==> src/rtl/iigs_irq_ctrl_pkg.sv <==
// iigs_irq_pkg -- shared constants for the IIgs interrupt controller.
//   Soft-switch address low bytes ($C0xx), register bit positions and the
//   status-bit index used to address the latch array in iigs_irq_ctrl.
//   Optional feature macro: IIGS_QTRSEC_IRQ_EN (quarter-second interrupt).
package iigs_irq_pkg;

  localparam logic [7:0] ADDR_C023 = 8'h23;  // 1SEC/scanline enables + status
  localparam logic [7:0] ADDR_C032 = 8'h32;  // 1SEC/scanline status clear
  localparam logic [7:0] ADDR_C041 = 8'h41;  // interrupt enable register
  localparam logic [7:0] ADDR_C046 = 8'h46;  // QS/VBL status
  localparam logic [7:0] ADDR_C047 = 8'h47;  // QS/VBL status clear

  // C023 bit positions
  localparam int C023_ANY  = 7;
  localparam int C023_S1   = 6;
  localparam int C023_SL   = 5;
  localparam int C023_EN1  = 2;
  localparam int C023_ENSL = 1;

  // C032 clear-on-zero bit positions
  localparam int C032_S1 = 6;
  localparam int C032_SL = 5;

  // C041 enable bit positions
  localparam int C041_ENQ = 4;
  localparam int C041_ENV = 3;

  // C046 status bit positions
  localparam int C046_QS = 4;
  localparam int C046_VB = 3;

  localparam int NUM_STAT = 4;
  typedef enum logic [1:0] {
    ST_S1 = 2'd0,
    ST_SL = 2'd1,
    ST_QS = 2'd2,
    ST_VB = 2'd3
  } stat_idx_e;

endpackage

==> src/rtl/iigs_irq_ctrl_if.sv <==
// iigs_irq_ctrl_if -- CPU soft-switch bus between the bus master and the
//   interrupt controller.
//   cen/strobe : bus clock enable / one-cycle access qualifier
//   addr/rw    : $C0xx low byte, 1=read 0=write
//   din/dout   : write data / combinational read data
//   hit        : address decodes to one of this block's registers
interface iigs_irq_ctrl_if;
  logic       cen;
  logic       strobe;
  logic [7:0] addr;
  logic       rw;
  logic [7:0] din;
  logic [7:0] dout;
  logic       hit;

  modport master (output cen, strobe, addr, rw, din, input dout, hit);
  modport slave  (input cen, strobe, addr, rw, din, output dout, hit);
endinterface

==> src/rtl/iigs_irq_ctrl_latch.sv <==
// irq_latch -- one set-dominant interrupt status bit.
//   clk/rst : clock, asynchronous active-high reset
//   en_i    : source enable; gates set only, never clears a pending bit
//   set_i   : event pulse
//   clr_i   : software clear; loses to a simultaneous enabled set
//   q_o     : status
module irq_latch (
  input  logic clk,
  input  logic rst,
  input  logic en_i,
  input  logic set_i,
  input  logic clr_i,
  output logic q_o
);
  logic q_q, q_d;

  assign q_d = (set_i & en_i) | (q_q & ~clr_i);

  always_ff @(posedge clk or posedge rst) begin
    if (rst) q_q <= 1'b0;
    else     q_q <= q_d;
  end

  assign q_o = q_q;
endmodule

==> src/rtl/iigs_irq_ctrl.sv <==
// iigs_irq_ctrl -- Apple IIgs 1SEC / scanline / quarter-second / VBL
//   interrupt enables, status and CPU irq.
//   CLK_14M, reset : clock, asynchronous active-high reset
//   bus            : soft-switch bus (iigs_irq_ctrl_if.slave)
//   onesecond_irq, qtrsecond_irq, scanline_irq : one-cycle event pulses
//   vbl            : vertical-blank level (rising edge is the event)
//   irq            : registered OR of all status bits
//   Macro IIGS_QTRSEC_IRQ_EN enables QS/ENQ; otherwise QS is stuck at 0
//   and C041.4 reads 0.
module iigs_irq_ctrl
  import iigs_irq_pkg::*;
(
  input  logic             CLK_14M,
  input  logic             reset,
  iigs_irq_ctrl_if.slave   bus,
  input  logic             onesecond_irq,
  input  logic             qtrsecond_irq,
  input  logic             scanline_irq,
  input  logic             vbl,
  output logic             irq
);
  logic       wr;
  logic       en1_q, en1_d, ensl_q, ensl_d;
  logic [3:0] c041_q, c041_d;   // ENV + three plain storage bits
  logic       enq;
  logic       vbl_d_q;
  logic       irq_q;

  logic [NUM_STAT-1:0] stat_en, stat_set, stat_clr, stat_q;

  assign wr = bus.strobe & bus.cen & ~bus.rw;

  always_comb begin
    en1_d  = en1_q;
    ensl_d = ensl_q;
    c041_d = c041_q;
    if (wr && bus.addr == ADDR_C023) begin
      en1_d  = bus.din[C023_EN1];
      ensl_d = bus.din[C023_ENSL];
    end
    if (wr && bus.addr == ADDR_C041) c041_d = bus.din[3:0];
  end

  always_ff @(posedge CLK_14M or posedge reset) begin
    if (reset) begin
      en1_q   <= 1'b0;
      ensl_q  <= 1'b0;
      c041_q  <= 4'h0;
      vbl_d_q <= 1'b0;
      irq_q   <= 1'b0;
    end else begin
      en1_q   <= en1_d;
      ensl_q  <= ensl_d;
      c041_q  <= c041_d;
      vbl_d_q <= vbl;
      irq_q   <= |stat_q;
    end
  end

`ifdef IIGS_QTRSEC_IRQ_EN
  logic enq_q, enq_d;
  assign enq_d = (wr && bus.addr == ADDR_C041) ? bus.din[C041_ENQ] : enq_q;
  always_ff @(posedge CLK_14M or posedge reset) begin
    if (reset) enq_q <= 1'b0;
    else       enq_q <= enq_d;
  end
  assign enq = enq_q;
`else
  // Enable tied low: the QS latch can never set, so it holds its reset 0.
  assign enq = 1'b0;
`endif

  always_comb begin
    stat_en[ST_S1]  = en1_q;
    stat_en[ST_SL]  = ensl_q;
    stat_en[ST_QS]  = enq;
    stat_en[ST_VB]  = c041_q[C041_ENV];

    stat_set[ST_S1] = onesecond_irq;
    stat_set[ST_SL] = scanline_irq;
    stat_set[ST_QS] = qtrsecond_irq;
    stat_set[ST_VB] = vbl & ~vbl_d_q;

    // C032 clears on written 0 bits; C047 clears regardless of data
    stat_clr[ST_S1] = wr && bus.addr == ADDR_C032 && !bus.din[C032_S1];
    stat_clr[ST_SL] = wr && bus.addr == ADDR_C032 && !bus.din[C032_SL];
    stat_clr[ST_QS] = wr && bus.addr == ADDR_C047;
    stat_clr[ST_VB] = wr && bus.addr == ADDR_C047;
  end

  irq_latch u_lat [NUM_STAT-1:0] (
    .clk   (CLK_14M),
    .rst   (reset),
    .en_i  (stat_en),
    .set_i (stat_set),
    .clr_i (stat_clr),
    .q_o   (stat_q)
  );

  always_comb begin
    bus.dout = 8'h00;
    if (bus.rw) begin
      case (bus.addr)
        ADDR_C023: begin
          bus.dout[C023_ANY]  = stat_q[ST_S1] | stat_q[ST_SL];
          bus.dout[C023_S1]   = stat_q[ST_S1];
          bus.dout[C023_SL]   = stat_q[ST_SL];
          bus.dout[C023_EN1]  = en1_q;
          bus.dout[C023_ENSL] = ensl_q;
        end
        ADDR_C041: bus.dout = {3'b000, enq, c041_q};
        ADDR_C046: begin
          bus.dout[C046_QS] = stat_q[ST_QS];
          bus.dout[C046_VB] = stat_q[ST_VB];
        end
        default:   bus.dout = 8'h00;
      endcase
    end
  end

  assign bus.hit = (bus.addr == ADDR_C023) || (bus.addr == ADDR_C032) ||
                   (bus.addr == ADDR_C041) || (bus.addr == ADDR_C046) ||
                   (bus.addr == ADDR_C047);

  assign irq = irq_q;
endmodule

==> src/flat_wrapper.sv <==
// flat-port wrapper written by rule: the top's interface ports become plain ports
module iigs_irq_ctrl_flat import iigs_irq_pkg::*;
  (CLK_14M, reset, onesecond_irq, qtrsecond_irq, scanline_irq, vbl, irq, bus_cen, bus_strobe, bus_addr, bus_rw, bus_din, bus_dout, bus_hit);
  iigs_irq_ctrl_if bus_i ();
  input  logic CLK_14M;
  input  logic reset;
  input  logic onesecond_irq;
  input  logic qtrsecond_irq;
  input  logic scanline_irq;
  input  logic vbl;
  output logic irq;
  input wire logic [$bits(bus_i.cen)-1:0] bus_cen;
  input wire logic [$bits(bus_i.strobe)-1:0] bus_strobe;
  input wire logic [$bits(bus_i.addr)-1:0] bus_addr;
  input wire logic [$bits(bus_i.rw)-1:0] bus_rw;
  input wire logic [$bits(bus_i.din)-1:0] bus_din;
  output wire logic [$bits(bus_i.dout)-1:0] bus_dout;
  output wire logic [$bits(bus_i.hit)-1:0] bus_hit;
  assign bus_i.cen = bus_cen;
  assign bus_i.strobe = bus_strobe;
  assign bus_i.addr = bus_addr;
  assign bus_i.rw = bus_rw;
  assign bus_i.din = bus_din;
  assign bus_dout = bus_i.dout;
  assign bus_hit = bus_i.hit;
  iigs_irq_ctrl u_core (.CLK_14M(CLK_14M), .reset(reset), .bus(bus_i), .onesecond_irq(onesecond_irq), .qtrsecond_irq(qtrsecond_irq), .scanline_irq(scanline_irq), .vbl(vbl), .irq(irq));
endmodule
==> config.mk <==
export PLATFORM = sky130hd
export DESIGN_NAME = iigs_irq_ctrl_flat
export DESIGN_NICKNAME = d
export VERILOG_FILES = /design/src/rtl/iigs_irq_ctrl_pkg.sv /design/src/rtl/iigs_irq_ctrl_if.sv /design/src/rtl/iigs_irq_ctrl_latch.sv /design/src/rtl/iigs_irq_ctrl.sv /design/src/flat_wrapper.sv
export SDC_FILE = /design/constraint.sdc
export NUM_CORES = 1
export LEC_CHECK = 0
export CAP_MARGIN = 25
export CORE_ASPECT_RATIO = 1.2
export CORE_MARGIN = 2
export CORE_UTILIZATION = 36
export CTS_BUF_LIST = sky130_fd_sc_hd__clkbuf_2
export DETAILED_ROUTE_END_ITERATION = 16
export PLACE_DENSITY = 0.73
export SYNTH_ARGS = -nofsm -noshare
export SYNTH_HDL_FRONTEND = slang
export SYNTH_SLANG_ARGS = --single-unit
==> constraint.sdc <==
create_clock -name CLK_14M -period 1.2 [get_ports CLK_14M]
set_clock_uncertainty 0.05 [all_clocks]
set_input_delay 0.12 -clock CLK_14M [delete_from_list [all_inputs] [get_ports CLK_14M]]
set_output_delay 0.12 -clock CLK_14M [all_outputs]
set_load 0.02 [all_outputs]
## Yosys cells after proc, flatten, opt, wreduce, memory -nomap -nowiden

Cells that the tools add are included.

- Input port bits: 25
- Register bits: 12
- Output and inout port bits: 10
- Word-level logic and storage cells: 51

- Multiplexer cells: 5
- Reductions and logical operators: 13
- Bitwise logic cells: 19
- Eq/ne operators: 5

Operator list:

| kind | number |
|---|---|
| 8-bit by 7-bit == test with 1-bit output (second input constant) | 3 |
| 8-bit by 6-bit == test with 1-bit output (second input constant) | 2 |
| 1-bit bitwise AND | 10 |
| 8-bit two-way mux | 1 |
| 2-bit one-hot mux with 2 select lines | 2 |
| 1-bit logical AND | 6 |
| 1-bit NOT | 5 |
| 1-bit logical OR | 4 |
| 1-bit OR | 4 |
| 4-bit OR reduction | 1 |
| 3-bit two-way mux | 1 |
| 1-bit logical NOT | 2 |
| 1-bit two-way mux | 1 |

## Longest topological paths before layout

Gate-level depths: netlist (run 1).

- Word-level depth: 7
- Depth in mapped cells: 3
- Gate-level depth less buffers: 3

## Cells and area by module

From an unflattened synthesis (run 1), not the netlist that was laid out.

- Cells, all modules: 70
- Area, all modules: 718.2 um^2

Modules (own cells, without submodules):

| module | sequential area each (um^2) | area each (um^2) | instances | cells each |
|---|---|---|---|---|
| iigs_irq_ctrl | 200.2 | 538.0 | 1 | 50 |
| irq_latch | 25.0 | 45.0 | 4 | 5 |

## Worst setup path before layout (run 1)

Ideal clock, no wire load.

- Kind: input-to-output
- Start point: input bus_addr[1]
- End point: output bus_dout[3]
- Arrival time: 1.075 ns
- Buffers on the path: 0
- Cell stages on the path: 3
- Path slack: -0.045 ns
- Data required time: 1.030 ns
- Path through: nor4b_2 -> nand3_1 -> a21boi_0

- Word-level cells in the longest chain between the ends: 3
- Elaborated cells on any way between the ends: 4
- Classes of those cells: eq/ne: 2; mux: 2

RTL lines:

| item | RTL line | RTL |
|---|---|---|
| start: declaration | flat_wrapper.sv:14 | `input wire logic [$bits(bus_i.addr)-1:0] bus_addr;` |
| 8-bit by 7-bit == test with 1-bit output | iigs_irq_ctrl.sv:103 | `case (bus.addr)` |
| 2-bit one-hot mux with 2 select lines * | iigs_irq_ctrl.sv:103 |  |
| 8-bit two-way mux * | iigs_irq_ctrl.sv:102 | `if (bus.rw) begin` |
| end: declaration | flat_wrapper.sv:17 | `output wire logic [$bits(bus_i.dout)-1:0] bus_dout;` |

Mark *: on every way between the ends. The rest lies on a longest branch, timed or not.

## Worst setup path in the final report (run 1)

- Start point: input bus_addr[4]
- End point: output bus_dout[3]

The elaborated chain is that of the path after synthesis.

==> results of run 1 <==
stage by stage:
stage / util (%) / hold slack [ps] / area, um2 / power [mW]
finish: 69.13 / 93.46 / 1250 / 0.7942
global route: 69.13 / 165.0 / 1250 / 0.8294
CTS: 65.19 / 91.76 / 1179 / 0.7925
detailed placement: 62.08 / 406.7 / 1122 / 0.5813
global placement: 62.08 / 398.2 / 1122 / 0.5770
floorplan: - / -65.30 / 675.6 / 0.4622
state kept, by name, summed over array words and instances (netlist names):
| register | flops |
|---|---|
| u_core.en1_q | 1 |
| u_core.c041_q | 4 |
| u_core.vbl_d_q | 1 |
| u_core.u_lat.q_o | 4 |
| u_core.irq | 1 |
| u_core.ensl_q | 1 |
worst paths after layout:
| kind | from | end | slack [ps] | depth (start not counted) |
|---|---|---|---|---|
| max | bus_addr[4] | bus_dout[3] | -50 | 5 |
| min | reset | u_core.ensl_q | 90 | 2 |
| max reg2reg | u_core.u_lat[3].q_o | u_core.irq | 20 | 2 |
| min reg2reg | u_core.c041_q[0] | u_core.c041_q[0] | 460 | 1 |
| max in group asynchronous | reset | u_core.u_lat[0].q_o | 670 | 2 |
| min in group CLK_14M | vbl | u_core.vbl_d_q | 260 | 1 |
power by group:
group	total (mW)	internal, mW	switching [mW]
logic	0.174	0.111	0.0625
registers	0.416	0.412	0.00387
clock network	0.205	0.0724	0.132
total	0.794	0.596	0.199
cell usage after synthesis (all sizes together) (2+ instances only):
master / n / area (um2)
dfrtp: 12 / 300.3
mux2: 6 / 67.56
and2: 4 / 26.28
a32o: 3 / 30.03
nand4: 3 / 18.77
a21o: 2 / 15.01
a22o: 2 / 17.52
inv: 2 / 7.510
nand2: 2 / 7.510
nand3: 2 / 15.01
nor2b: 2 / 12.51
nor3b: 2 / 31.28
nor4b: 2 / 38.78
cell families after synthesis:
| family | after synthesis | share of synthesized area (%) |
|---|---|---|
| muxes | 6 | 9.999 |
| AOI/OAI and AO/OA | 10 | 12.59 |
| DFF | 12 | 44.44 |
| and+or+nand+nor | 25 | 31.85 |
| buffers and inverters | 2 | 1.112 |
final cells by class:
cell class,instances,area [um2]
fill,134,558.0
timing repair buffer,52,479.2
clock buffer,3,15.01
inverter,2,7.507
multi-input combinational,41,420.4
tap,19,23.77
clock inverter,1,3.754
sequential,12,300.3
per-layer routing:
| layer | GRT usage, % | share of wire (%) | vias to the layer above |
|---|---|---|---|
| li1 | - | - | 328 |
| met1 | 18.72 | 41 | 314 |
| met2 | 30.88 | 54 | 19 |
| met3 | 5.300 | 4.7 | 0 |
| met4 | 3.030 | 0 | 0 |
| met5 | 0 | 0 | - |
what timing repair did:
action | CTS | global route
gates cloned | 0 | 0
setup buffers | 2 | 4
gates resized for setup | 104 | 14
pin swaps | 13 | 10
setup endpoints to repair | 21 | 15
worst max-delay path: stages:
cell and delay (ps):
buf_2 140, and4bb_2 340, nand4b_1 150, a21boi_1 170, buf_4 160
==> results.json, run 1 <==
{
  "wl_um": 1817,
  "worstMarginPinSlew_ps": 473.2,
  "syn_area_um2": 675.6,
  "ys_ff_latch": 12,
  "finalCritPeriodShare_pct": 104.3,
  "layout_commonest_cell": "buf_4",
  "root_buffer": "clkbuf_2",
  "antenna_found_initial": 0,
  "post-place-ws_ps": -951.6,
  "worstSetupStartpointType": "primary input",
  "arrival_ps": 1080,
  "diodes": 0,
  "die_w_um": 43.55,
  "grt_start_max_net_pins": 13,
  "hpwl_um": 1375,
  "drt_iter0_markers": 11,
  "dieArea_um2": 2241,
  "maxCapViolCount": 0,
  "slew_viol_final": 0,
  "num_vias": 661,
  "rsz0062_at_grt": "yes",
  "initial_core_util_pct": 37.37,
  "wire_per_inst_um": 13.98,
  "synthFlopType": "dfrtp_1",
  "tns_ps": -90.51,
  "async_flop_share_pct": 100.0,
  "crit_type": "in -> out",
  "clk_pin_slew_worst_paths_ps": 120,
  "nets": 137,
  "timing.final.ws_setup_ps": -51.75,
  "design.core.area_um2": 1808,
  "ys_seq_area_share_pct": 44.44,
  "cp_max_fo": 4,
  "htree_levels": 1,
  "synthCells": 55,
  "postCtsHoldBufs": 0,
  "worst_ep_required_time_ps": 1030,
  "synth_warnings": 0,
  "max_freq_mhz": 798.9,
  "violations": "setup timing",
  "p_leak_nw": 0.5964,
  "post-place-cells": 120,
  "layout_common_cells": "20 x buf_4, 13 x buf_6, 12 x clkdlybuf4s50_1, 12 x dfrtp_1, 4 x mux2_1",
  "synth_cell_types": 29,
  "dr.pass1.iters": 4,
  "worstHoldPathType": "in -> async",
  "endpoint_kind": "output port",
  "grt_pass1_wl_um": 2808,
  "finalHoldViolCount": 0,
  "ant_nets": 0,
  "drc_errors": 0,
  "powerDensity_nw_per_um2": 635.4,
  "die_h_um": 51.46,
  "cts.sinks": 12,
  "grt_usage_pct": 16.84,
  "cts_inserted_buffers": 3,
  "synth_edf_count": 0,
  "synth_nets": 80,
  "clock_latency_ps": 270,
  "cts_tree": "done",
  "overflow": 0,
  "outcome": "finished, violations left",
  "min_period_ps": 1252,
  "clock_path_buffers": 2,
  "synth_area_per_cell_um2": 12.28,
  "place.gp.congestion": 0.7666,
  "final_layout_size_suffix_gt1_share_pct": 54.95,
  "port_buffers": 31,
  "vdd_drop_max_mv": 0.6511,
  "top_level_ports": 35,
  "fin_cells": 130,
  "row_count": 17,
  "grt_pass1_vias": 670,
  "max_slew_margin_pct": 68.42,
  "area_growth_pct": 85.00,
  "finalSetupViolCount": 4,
  "vias_per_cell": 5.085
}
Note: power is estimated with default switching activity, not from simulation.
==> run 2, diff against run 1 <==
Settings changed: CTS_BUF_LIST sky130_fd_sc_hd__clkbuf_2 to sky130_fd_sc_hd__clkbuf_4, PLACE_DENSITY 0.73 to 0.72, SYNTH_HIERARCHICAL from default to 1.
==> run 2 against run 1 <==
Net effect:
- the run still ends with setup timing left
- clock power up 17%
- critical path depth is 1 higher
- register-to-register slack got worse by 20 ps
- via count grew 18%
- critical path type unchanged
- largest cell class unchanged
- highest routed layer is now met4
==> results.json, run 2 <==
{
  "synth.most_common_cell": "dfrtp_1",
  "initial_core_util_pct": 38.81,
  "p_total_uw": 848.4,
  "met1_usage_pct": 23.32,
  "synthCells": 70,
  "overflow": 0,
  "layout_commonest_cell": "buf_4",
  "cpPeakStageDelay_ps": 380,
  "clk_pin_slew_worst_paths_ps": 70,
  "crit_type": "in -> out",
  "row_count": 17,
  "grt_pass1_vias": 839,
  "ys_ff_latch": 12,
  "htree_levels": 1,
  "grtUsageMet3_pct": 7.167,
  "synth_cell_types": 29,
  "layout_common_cells": "21 x buf_4, 16 x buf_6, 13 x clkdlybuf4s50_1, 12 x dfrtp_1, 10 x inv_1",
  "post-place-ws_ps": -1100,
  "dr.pass1.iters": 4,
  "async_flop_share_pct": 100.0,
  "synth_edf_count": 0,
  "grt_start_max_net_pins": 9,
  "clock_latency_ps": 270,
  "num_vias": 779,
  "violations": "setup timing",
  "synth_top_area_share_pct": 41.81,
  "hpwl_um": 1684,
  "arrival_ps": 1270,
  "fin_cells": 150,
  "synth_area_per_cell_um2": 10.26,
  "cp_max_fo": 4,
  "worst_ep_required_time_ps": 1030,
  "grt_pass1_wl_um": 3608,
  "vdd_drop_max_mv": 0.9476,
  "worstHoldPathType": "in -> async",
  "ys_seq_area_share_pct": 41.81,
  "synth.largest_area_cell": "dfrtp_1",
  "antenna_found_initial": 0,
  "maxCapViolCount": 0,
  "root_buffer": "clkbuf_4",
  "place.gp.congestion": 0.7356,
  "min_period_ps": 1438,
  "ant_nets": 0,
  "netlist_top_cells_area": "dfrtp_1 42%, inv_1 5.2%, o21ai_2 4.9%, mux2_1 4.7%, mux2_2 4.7%",
  "grt_util_met2_pct": 37.20,
  "die_h_um": 52.93,
  "synth_warnings": 6,
  "timing.final.ws_setup_ps": -238.3,
  "powerDensity_nw_per_um2": 611.4,
  "cts_tree": "done",
  "crit_top_cell": "buf_6",
  "worstSetupStartpointType": "primary input",
  "drt_iter0_markers": 10,
  "crit_slowest_cell": "or3_4",
  "rsz0062_at_grt": "yes",
  "grt_usage_pct": 21.17,
  "post-place-cells": 144,
  "r2r_end": "u_core/irq",
  "diodes": 0,
  "drc_errors": 0,
  "crit_family": "simple AND/OR/NAND/NOR gates",
  "reg2reg_depth": 2,
  "cts.sinks": 12,
  "r2r_slack_ps": 0,
  "top_level_ports": 35,
  "wire_per_inst_um": 14.94,
  "cts_inserted_buffers": 3,
  "design.core.area_um2": 1851,
  "endpoint_kind": "output port",
  "synth_nets": 95,
  "finalSetupViolCount": 13,
  "path_buf_inv": 3,
  "vias_per_cell": 5.193,
  "die_w_um": 44.78,
  "grt-busiest-layer": "met2",
  "slew_viol_final": 0,
  "synthFlopType": "dfrtp_1",
  "finalHoldViolCount": 0,
  "port_buffers": 32,
  "dieArea_um2": 2370,
  "outcome": "finished, violations left",
  "syn_area_um2": 718.2,
  "p_leak_nw": 0.6975,
  "wl_um": 2241,
  "clock_path_buffers": 2,
  "ys_top_cells_by_count": "12 x dfrtp_1, 10 x inv_1, 6 x nand2_1, 4 x and2_1, 4 x o21ai_2",
  "reg2reg_from": "u_core/u_lat[1]/q_o",
  "finalCritPeriodShare_pct": 119.9,
  "crit_chain": "buf_6 > or3_4 > nor4_2 > buf_4 > a22o_1 > buf_6",
  "max_freq_mhz": 695.3,
  "finalCoreUtilization_pct": 74.98,
  "area_growth_pct": 93.21,
  "final_layout_size_suffix_gt1_share_pct": 54.20,
  "nets": 158
}
[run 2: cell count changes after synthesis, moves of 2 or more]
cell	change
nand4_1	-3
o21ai_2	+4
nand2_1	+4
a21o_1	-2
inv_1	+8
nor4bb_1	+2
nor2_1	+3
a32o_1	-2
[run 2: final cells by class]
class | count | area, um2
repair buffers | 58 | 521.8
multi-input cells | 48 | 481.7
fillers | 146 | 462.9
flip-flops and latches | 12 | 300.3
inverters | 10 | 37.54
well taps | 19 | 23.77
clock buffers | 3 | 22.52
[run 2: cells by family after synthesis]
kind of cell           Yosys count  share of synthesized area (%)
other                            1                         0.5221
AO/OA/AOI/OAI                   10                          12.02
buffers and inverters           10                          5.227
flip-flops                      12                          41.81
multiplexers                     6                          9.407
AND/OR/NAND/NOR                 31                          31.01
[run 2: metal layers]
| metal | wire length (um) | vias to the layer above |
|---|---|---|
| li1 | - | 371 |
| met1 | 861 | 375 |
| met2 | 1197 | 26 |
| met3 | 131 | 7 |
| met4 | 50 | 0 |
| met5 | 0 | - |
[run 2: worst reg2reg max path, delay by kind of cell (launching register included)]
kind | cells | cell delay (ps)
and+or+nand+nor | 1 | 480
DFF | 1 | 410
buffers and inverters | 1 | 130
[run 2: stage by stage]
stage | hold slack (ps) | area (um2) | TNS [ps]
after global routing | 62.91 | 1388 | -2604
final | 42.70 | 1388 | -2220
after detailed placement | 340.6 | 1237 | -15880
after floorplan | -201.3 | 720.7 | -1169
after global placement | 332.1 | 1237 | -15230
after CTS | 41.06 | 1333 | -2271
[run 2: repair_timing]
item | CTS | global route
gates resized for setup | 104 | 9
hold endpoints to repair | 0 | 0
pin swaps | 13 | 8
hold buffers | 0 | 0
setup endpoints to repair | 21 | 16
setup buffers | 3 | 0
[run 2: worst max-delay path by stage]
stage,depth (start not counted),startpoint,endpoint
3_5_place_dp,5,bus_addr[0],bus_dout[5]
6_report,6,bus_addr[4],bus_dout[1]
2_1_floorplan,3,bus_addr[4],u_core/c041_q[3]
3_3_place_gp,5,bus_addr[0],bus_dout[1]
4_1_cts,6,bus_addr[7],bus_dout[1]
5_1_grt,6,bus_addr[4],bus_dout[2]
[run 2: where the power goes]
part	leakage [nW]	switching, mW	total [mW]	internal [mW]
Combinational	0.544	0.0742	0.194	0.120
Sequential	0.139	0.00420	0.415	0.411
Clock	0.0138	0.123	0.239	0.116
==> run 3, diff against run 2 <==
Settings changed: HOLD_SLACK_MARGIN from default to 0.1.
==> run 3 against run 2 <==
Net effect:
- first-iteration DRC count is the same
- routed wire length grew 0.54%
- worst setup slack is the same
- highest routed layer unchanged
- the run still ends with setup timing left
- clock-buffer cell count is the same
- design area grew 0.72%
- critical endpoint unchanged
- hold slack gained 210 ps
- total power grew 0.31%
==> results.json, run 3 (same netlist as run 2, synthesis figures left out) <==
{
  "finalCoreUtilization_pct": 75.52,
  "num_vias": 783,
  "clock_path_buffers": 2,
  "die_w_um": 44.78,
  "drt_iter0_markers": 10,
  "finalHoldViolCount": 0,
  "diodes": 0,
  "top_layer": "met4",
  "worstSetupStartpointType": "primary input",
  "cts_tree": "done",
  "nFillCells": 145,
  "antenna_found_initial": 0,
  "vdd_drop_max_mv": 0.9481,
  "row_count": 17,
  "worstHoldPathType": "in -> reg",
  "vias_per_cell": 5.185,
  "post-place-cells": 144,
  "worst_ep_required_time_ps": 1030,
  "multiInputGateArea_um2": 481.7,
  "area_growth_pct": 94.60,
  "layout_common_cells": "21 x buf_4, 16 x buf_6, 13 x clkdlybuf4s50_1, 12 x dfrtp_1, 10 x inv_1",
  "wl_met2_um": 1206,
  "drc_errors": 0,
  "slew_viol_final": 0,
  "ant_nets": 0,
  "arrival_ps": 1270,
  "top_level_ports": 35,
  "maxCapViolCount": 0,
  "wl_met1_um": 866,
  "cts.sinks": 12,
  "wl_um": 2253,
  "r2r_slack_ps": 0,
  "max_freq_mhz": 695.3,
  "reg2reg_from": "u_core/u_lat[1]/q_o",
  "hold_depth": 1,
  "grt_pass1_wl_um": 3636,
  "r2r_end": "u_core/irq",
  "dr.pass1.iters": 4,
  "layout_commonest_cell": "buf_4",
  "final_layout_size_suffix_gt1_share_pct": 53.79,
  "grt_pass1_vias": 851,
  "timing.final.ws_setup_ps": -238.3,
  "clk_pin_slew_worst_paths_ps": 70,
  "fin_cells": 151,
  "finalCritPeriodShare_pct": 119.9,
  "endpoint_kind": "output port",
  "powerDensity_nw_per_um2": 608.9,
  "htree_levels": 1,
  "tns_ps": -2221,
  "design.core.area_um2": 1851,
  "wl_met3_um": 129,
  "violations": "setup timing",
  "reg2reg_depth": 2,
  "rsz0062_at_grt": "yes",
  "finalSetupViolCount": 14,
  "wire_per_inst_um": 14.92,
  "port_buffers": 32,
  "clock_latency_ps": 270,
  "die_h_um": 52.93,
  "grt_start_max_net_pins": 9,
  "overflow": 0,
  "grt_usage_pct": 21.31,
  "cp_max_fo": 4,
  "hold_start": "vbl",
  "holdPathEnd": "u_core/vbl_d_q",
  "dieArea_um2": 2370,
  "crit_type": "in -> out",
  "p_leak_nw": 0.7017,
  "seq_area_um2": 300.3,
  "initial_core_util_pct": 38.81,
  "outcome": "finished, violations left",
  "cts_inserted_buffers": 3,
  "hpwl_um": 1684,
  "min_period_ps": 1438,
  "place.gp.congestion": 0.7356,
  "nets": 159,
  "root_buffer": "clkbuf_4"
}
-- run 3: cell types whose count changed in the layout (fill, tap and decap cells not counted), sizes merged --
cell,change
dlygate4sd3,+1
-- run 3: worst max-delay path by stage --
stage,startpoint,endpoint,slack [ps],depth (start not counted)
after floorplan,bus_addr[4],u_core/c041_q[3],-200,3
after global placement,bus_addr[0],bus_dout[1],-1040,5
after detailed placement,bus_addr[0],bus_dout[5],-1100,5
after CTS,bus_addr[7],bus_dout[1],-270,6
after global routing,bus_addr[4],bus_dout[2],-280,6
final,bus_addr[4],bus_dout[1],-240,6
-- run 3: layout make-up --
class                   instances  area share [%]
flip-flops and latches         12           21.49
clock buffers                   3           1.611
inverters                      10           2.686
repair buffers                 59           38.05
multi-input cells              48           34.47
well taps                      19           1.701
-- run 3: metrics by stage --
stage / total power, mW / hold WS, ps / instance area, um2 / worst slack, ps
finish: 0.8510 / 250.1 / 1398 / -238.3
global placement: 0.5891 / 332.1 / 1237 / -1044
CTS: 0.8490 / 240.0 / 1343 / -267.3
global route: 0.8943 / 239.7 / 1398 / -277.4
detailed placement: 0.5946 / 340.6 / 1237 / -1100
floorplan: 0.4594 / -201.3 / 720.7 / -196.8
-- run 3: repair_timing --
item,CTS,global route
setup endpoints to repair,21,16
hold buffers,1,0
gates resized for setup,104,9
pin swaps,13,8
hold endpoints to repair,4,0
setup buffers,3,0
-- run 3: metal layers --
layer | up-vias | GRT usage, %
met4 | 0 | 7.353
li1 | 373 | -
met5 | - | 0
met1 | 377 | 23.32
met2 | 26 | 37.68
met3 | 7 | 7.167
-- run 3: power by group --
part,internal (mW),switching (mW)
combinational,0.122,0.0747
sequential,0.411,0.00420
clock,0.116,0.123
total,0.649,0.202
-- run 3: worst max-delay path, cell delays in order --
cell    delay, ps
buf_6          90
or3_4         380
nor4_2        220
buf_4         180
a22o_1        150
buf_6         120
